`config.mk`:
```
export PLATFORM = sky130hd
export DESIGN_NAME = systolic_seq_ctrl
export DESIGN_NICKNAME = d
export VERILOG_FILES = /design/src/rtl/systolic_seq_ctrl.sv
export SDC_FILE = /design/constraint.sdc
export NUM_CORES = 1
export LEC_CHECK = 0
export CORE_UTILIZATION = 58
export CTS_BUF_LIST = sky130_fd_sc_hd__clkbuf_4
export CTS_CLUSTER_SIZE = 20
export DETAILED_ROUTE_END_ITERATION = 8
export PLACE_DENSITY = 0.83
export SYNTH_ARGS = -nofsm -noshare
export SYNTH_HDL_FRONTEND = slang
export SYNTH_SLANG_ARGS = --single-unit
export TNS_END_PERCENT = 1
```
`constraint.sdc`:
```
create_clock -name clk -period 6.9 [get_ports clk]
set_clock_uncertainty 0.1 [all_clocks]
set_input_delay 1.38 -clock clk [delete_from_list [all_inputs] [get_ports clk]]
set_output_delay 1.38 -clock clk [all_outputs]
set_load 0.1 [all_outputs]
```
`src/rtl/systolic_seq_ctrl.sv`:
```
// ----------------------------------------------------------------------------
// systolic_seq_ctrl
//
// Sequencer for a small register-file datapath. Operand bytes for A and B
// arrive on a valid/ready byte stream and are written into the register file.
// A single MAC then computes C = A*B (unsigned, NxN), reading both operands
// through the file's two combinational read ports, one product per cycle.
// Each finished C element is saturated to DATA_W bits and written back. Once
// all of C is stored, C is streamed out on a valid/ready result port.
//
// Register-file map (row-major): A at 0, B at N*N, C at 2*N*N.
//
// Ports
//   clk         clock
//   rst_n       synchronous active-low reset
//   ena         clock enable; 0 freezes all state and suppresses rf_we
//   start       begin a job (acted on in IDLE only)
//   cmd_valid   operand byte valid
//   cmd_data    operand byte (A then B, row-major)
//   cmd_ready   operand byte accepted when cmd_valid & cmd_ready
//   rf_we       register-file write enable
//   rf_waddr    register-file write address
//   rf_wdata    register-file write data
//   rf_raddr_a  register-file read port A address
//   rf_raddr_b  register-file read port B address
//   rf_rdata_a  register-file read port A data (combinational)
//   rf_rdata_b  register-file read port B data (combinational)
//   res_valid   result byte valid
//   res_data    result byte (C row-major)
//   res_ready   result consumer ready
//   busy        high in every state except IDLE
//   done        one-cycle pulse on the last result transfer
// ----------------------------------------------------------------------------
module systolic_seq_ctrl #(
    parameter int DATA_W = 8,
    parameter int ADDR_W = 4,
    parameter int N      = 2
) (
    input  logic              clk,
    input  logic              rst_n,
    input  logic              ena,
    input  logic              start,
    input  logic              cmd_valid,
    input  logic [DATA_W-1:0] cmd_data,
    output logic              cmd_ready,
    output logic              rf_we,
    output logic [ADDR_W-1:0] rf_waddr,
    output logic [DATA_W-1:0] rf_wdata,
    output logic [ADDR_W-1:0] rf_raddr_a,
    output logic [ADDR_W-1:0] rf_raddr_b,
    input  logic [DATA_W-1:0] rf_rdata_a,
    input  logic [DATA_W-1:0] rf_rdata_b,
    output logic              res_valid,
    output logic [DATA_W-1:0] res_data,
    input  logic              res_ready,
    output logic              busy,
    output logic              done
);

    // Loop counter width; at least one bit so N=1 still elaborates.
    localparam int CW    = (N > 1) ? $clog2(N) : 1;
    // Sum of N products of two DATA_W values cannot exceed this width.
    localparam int ACC_W = 2 * DATA_W + $clog2(N);

    localparam logic [ADDR_W-1:0] N_A       = ADDR_W'(N);
    localparam logic [ADDR_W-1:0] B_BASE    = ADDR_W'(N * N);
    localparam logic [ADDR_W-1:0] C_BASE    = ADDR_W'(2 * N * N);
    localparam logic [ADDR_W-1:0] LOAD_LAST = ADDR_W'(2 * N * N - 1);
    localparam logic [ADDR_W-1:0] OUT_LAST  = ADDR_W'(N * N - 1);
    localparam logic [CW-1:0]     DIM_LAST  = CW'(N - 1);
    localparam logic [ACC_W-1:0]  SAT_MAX   = {{(ACC_W - DATA_W){1'b0}}, {DATA_W{1'b1}}};

    typedef enum logic [2:0] {
        S_IDLE    = 3'd0,
        S_LOAD    = 3'd1,
        S_COMPUTE = 3'd2,
        S_WRITE   = 3'd3,
        S_OUT     = 3'd4
    } state_t;

    state_t            state_q, state_d;
    logic [ADDR_W-1:0] idx_q, idx_d;    // load byte index / output element index
    logic [CW-1:0]     i_q, i_d;        // C row
    logic [CW-1:0]     j_q, j_d;        // C column
    logic [CW-1:0]     k_q, k_d;        // dot-product term
    logic [ACC_W-1:0]  acc_q, acc_d;

    logic [ACC_W-1:0]  prod;
    logic              last_out;

    assign prod     = ACC_W'(rf_rdata_a) * ACC_W'(rf_rdata_b);
    assign last_out = (idx_q == OUT_LAST);

    // ------------------------------------------------------------------------
    // State register
    // ------------------------------------------------------------------------
    always_ff @(posedge clk) begin
        if (!rst_n) begin
            state_q <= S_IDLE;
            idx_q   <= '0;
            i_q     <= '0;
            j_q     <= '0;
            k_q     <= '0;
            acc_q   <= '0;
        end else begin
            state_q <= state_d;
            idx_q   <= idx_d;
            i_q     <= i_d;
            j_q     <= j_d;
            k_q     <= k_d;
            acc_q   <= acc_d;
        end
    end

    // ------------------------------------------------------------------------
    // Next-state and counter logic
    // ------------------------------------------------------------------------
    always_comb begin
        state_d = state_q;
        idx_d   = idx_q;
        i_d     = i_q;
        j_d     = j_q;
        k_d     = k_q;
        acc_d   = acc_q;

        if (ena) begin
            case (state_q)
                S_IDLE: begin
                    // cmd_valid is deliberately not looked at here.
                    if (start) begin
                        state_d = S_LOAD;
                        idx_d   = '0;
                    end
                end

                S_LOAD: begin
                    if (cmd_valid) begin
                        if (idx_q == LOAD_LAST) begin
                            state_d = S_COMPUTE;
                            idx_d   = '0;
                            i_d     = '0;
                            j_d     = '0;
                            k_d     = '0;
                        end else begin
                            idx_d = idx_q + ADDR_W'(1);
                        end
                    end
                end

                S_COMPUTE: begin
                    // First term of each dot product restarts the accumulator.
                    acc_d = ((k_q == '0) ? '0 : acc_q) + prod;
                    if (k_q == DIM_LAST) begin
                        state_d = S_WRITE;
                    end else begin
                        k_d = k_q + CW'(1);
                    end
                end

                S_WRITE: begin
                    k_d     = '0;
                    state_d = S_COMPUTE;
                    if (j_q == DIM_LAST) begin
                        j_d = '0;
                        if (i_q == DIM_LAST) begin
                            i_d     = '0;
                            idx_d   = '0;
                            state_d = S_OUT;
                        end else begin
                            i_d = i_q + CW'(1);
                        end
                    end else begin
                        j_d = j_q + CW'(1);
                    end
                end

                S_OUT: begin
                    if (res_ready) begin
                        if (last_out) begin
                            state_d = S_IDLE;
                            idx_d   = '0;
                        end else begin
                            idx_d = idx_q + ADDR_W'(1);
                        end
                    end
                end

                default: state_d = S_IDLE;
            endcase
        end
    end

    // ------------------------------------------------------------------------
    // Outputs
    // Handshake-qualifying outputs (cmd_ready, res_valid, done) are gated by
    // ena so that no byte can change hands while the sequencer is frozen;
    // addresses and data are purely state-derived and therefore hold.
    // ------------------------------------------------------------------------
    always_comb begin
        cmd_ready  = 1'b0;
        rf_we      = 1'b0;
        rf_waddr   = '0;
        rf_wdata   = '0;
        rf_raddr_a = '0;
        rf_raddr_b = '0;
        res_valid  = 1'b0;
        res_data   = '0;
        done       = 1'b0;
        busy       = (state_q != S_IDLE);

        case (state_q)
            S_LOAD: begin
                cmd_ready = ena;
                rf_we     = ena & cmd_valid;
                rf_waddr  = idx_q;
                rf_wdata  = cmd_data;
            end

            S_COMPUTE: begin
                rf_raddr_a = ADDR_W'(i_q) * N_A + ADDR_W'(k_q);
                rf_raddr_b = B_BASE + ADDR_W'(k_q) * N_A + ADDR_W'(j_q);
            end

            S_WRITE: begin
                rf_we    = ena;
                rf_waddr = C_BASE + ADDR_W'(i_q) * N_A + ADDR_W'(j_q);
                rf_wdata = (acc_q > SAT_MAX) ? {DATA_W{1'b1}} : acc_q[DATA_W-1:0];
            end

            S_OUT: begin
                rf_raddr_a = C_BASE + idx_q;
                res_valid  = ena;
                res_data   = rf_rdata_a;
                done       = ena & res_ready & last_out;
            end

            default: ;
        endcase
    end

endmodule

```
==> key figures <==
Placed design
  – Routability Congestion: roughly 0.93
  – I/O Buffers: about 60
  – Hpwl dp: approximately 8500 um

Detailed routing
  – Post-route DRC: 0
  – 1st-iter DRT viols: 230
  – Detailed Routing Iterations Pass 1: 5
  – Drt total wl: between 10000 and 15000 um
  – Vias: ~3900
  – Antenna viol nets, final: 0
  – Avg WL per Cell: ~16 um
  – DR vias/cell: ~5.7

Synth
  – Distinct cells, synth: 62
  – Yosys warnings: 0
  – #FFs+latches synth: 27
  – Syn Area/Cell: between 8 and 9 um2
  – Post-synthesis async set-or-reset flop share: 0%
  – Cells after synthesis: approximately 540
  – Post-synthesis sequential area ratio: between 10% and 20%
  – Mapped Area: ~0.0044 mm2
  – Syn nets: around 660
  – Primary FF master, synth: dfxtp_1
  – EDFF count, synth: 0

Worst setup path
  – Critical-path cell list: clkdlybuf4s50_1, nand2_1, fa_1, fa_1, inv_1, fa_1, inv_1, fa_1, inv_1, ha_1, a21o_1, a211oi_1, nor4b_2, nor4_1, o31a_1
  – Slowest stage delay, CP: 0.62 ns
  – WP data arrival: between 6 and 7 ns
  – Crit-path slowest cell: clkdlybuf4s50_1
  – CP Launch Type: primary input
  – WP buf/inv: 4
  – CP delay by family, top: adder cells
  – Req. time, crit path: between 7 and 8 ns
  – Crit Path Class: in2reg
  – Peak fanout along the critical path: 10
  – Cell mode on critical path: fa_1
  – Setup crit end kind: flip-flop

Clock network
  – CTS clk-pin slew, worst paths: around 0.17 ns
  – Cts repair resizes: 0
  – CTS Sinks: 27
  – Post-CTS Setup Repair Bufs: 0
  – Hold buffers post-CTS: 0
  – Clock latency on the worst-skew pair: between 0.3 and 0.4 ns
  – CTS tree: built
  – Root buffer cell: clkbuf_4
  – TritonCTS buffer count: 3
  – Clock Path Buffers: 2
  – Htree depth: 1

STA
  – Min Tclk post-route: roughly 6.0 ns
  – Slew HR: 32.2%
  – Final setup violating endpoints: 0
  – Setup TNS Final: 0 ns
  – RSZ-0062 raised after global routing: false
  – Final hold violation count: 0
  – Fmax: ~0.17 GHz
  – Final Max Tran Viols: 0
  – Slew @ Worst Pin: approximately 1.0 ns
  – Crit share post-route: 87.2%

Power and ir drop
  – Total power: 870 uW
  – Cell area power density: 173 mW/mm2
  – Max VDD drop: 0.121 mV
  – Static Leakage: 0.00233 uW

Floorplanning
  – Die width: slightly below 90 um
  – Core footprint: between 0.007 and 0.008 mm2
  – Initial Utilization: between 60% and 70%
  – IO Pins: between 60 and 70
  – Die Ht: around 89 um
  – Row cnt: 31
  – Overall die area: 0.00787 mm2

Global route
  – Vias in the first global route: between 3000 and 4000
  – Overflow after GRT: 0
  – First-pass GRT wire length: ~18000 um
  – Initial antenna violation count: 0
  – All-Layer GR Usage: 28.9%
  – Pin count of the biggest net entering global routing: 29

Final layout
  – Layout cells sized above 1: about 4.6%
  – Layout overhead on the synthesized area: 15.5%
  – Nets@finish: about 700
  – Antenna cells: 0

Flow run
  – Total of max-cap violations: 0

Min path
  – Hold Crit Class: reg2reg

Outcome
  – Status: finished clean
[report_power, final]
part           switching, uW  total (uW)  leakage (uW)  internal [uW]
Sequential              8.39         168      0.000218            160
Combinational            384         628       0.00209            245
Clock                   52.1        73.9     0.0000177           21.8
Total                    444         870       0.00233            426
[sequential cells by signal, summed over array words and instances (netlist names)]
signal / flops
i_q: 1
k_q: 1
idx_q: 4
j_q: 1
acc_q: 17
state_q: 3
[routing by layer]
layer / vias up / part of all wire, % / global-route usage, %
met1: 1835 / 44 / 39.3
met2: 151 / 49 / 48.9
met5: - / 0 / 0
met4: 0 / 2.2 / 9.24
li1: 1857 / - / -
met3: 19 / 4.8 / 2.61
[final timing paths]
kind | from | endpoint | slack [ns] | cells after the start
max reg2reg | k_q | acc_q[13] | 1.86 | 14
min reg2reg | acc_q[9] | acc_q[9] | 0.41 | 2
min | acc_q[9] | acc_q[9] | 0.41 | 2
max | rf_rdata_a[0] | acc_q[13] | 0.89 | 15
[through the flow]
step	hold WS [ns]	util [%]	cell area, um2	setup WS, ns	cells
finish	0.406	69.5	5040	0.885	680
CTS	0.401	69.5	5040	0.939	680
floorplan	0.340	-	4360	1.39	536
global route	0.421	69.5	5040	0.692	680
detailed placement	0.381	69.1	5010	0.604	676
global placement	0.368	69.1	5010	0.677	676
[synth_stat cells, drive strengths merged, types with 2 or more instances]
cell type,number,area share [%]
o31a,2,0.40
nor2,23,2.0
nor2b,7,1.0
fa,50,23
o21a,3,0.52
o221a,8,2.1
o211a,2,0.46
nand2,55,4.8
nor4,3,0.43
o21bai,3,0.52
dfxtp,27,12
nand2b,3,0.43
a21o,6,1.0
clkbuf,14,1.2
xnor2,3,0.60
a211oi,8,1.5
nand3,15,1.7
mux2i,4,0.92
o21ai,16,1.9
o311ai,2,0.40
o221ai,2,0.54
a31oi,2,0.29
ha,39,11
nor4b,4,0.95
a21oi,26,3.0
and2,61,8.7
buf,9,1.4
inv,89,7.7
nor3,6,0.69
o2111a,3,0.77
nor3b,6,1.4
or3,8,1.1
and3,7,1.0
[final cells by class]
| class | count | area [um2] |
|---|---|---|
| repair buffers | 64 | 633 |
| clock buffers | 3 | 22.5 |
| multi-input cells | 397 | 3380 |
| inverters | 89 | 334 |
| clock inverters | 1 | 5.00 |
| well taps | 99 | 124 |
| fillers | 594 | 2210 |
| flip-flops and latches | 27 | 541 |
[layout by cell type, fill, tap and decap left out, types with 4 or more instances in the layout]
master and n:
fa_1 50, nand3_1 15, nor3b_1 4, mux2i_1 4, ha_1 39, inv_1 89, a211oi_1 7, o21ai_0 15
clkdlybuf4s50_1 61, or3_1 8, a21oi_1 26, nor3_1 6, a21o_1 6, and2_1 61, o221a_2 8, dfxtp_1 27
nor2b_1 7, and3_1 7, nor2_1 23, nand2_1 54
[worst register-to-register path: cells and delay by family, from the launching register on]
family | cells | cell delay [ns]
AO/OA/AOI/OAI | 3 | 0.87
adder cells (fa/ha/maj) | 5 | 2.45
buffers and inverters | 3 | 0.16
flip-flops | 1 | 0.81
AND/OR/NAND/NOR | 3 | 0.57
[logic make-up (layout without fill, tap and decap cells)]
family          count (synthesis)  count (layout)  share of synthesized area (%)
compound gates                 91              91                           15.1
xor+xnor                        4               4                          0.803
fa+ha+maj                      89              89                           34.1
buf+inv                       112             157                           10.3
flops                          27              27                           12.4
mux                             5               5                           1.18
other cells                     1               1                         0.0860
simple gates                  207             207                           26.0
Note: power is estimated with default switching activity, not from simulation.
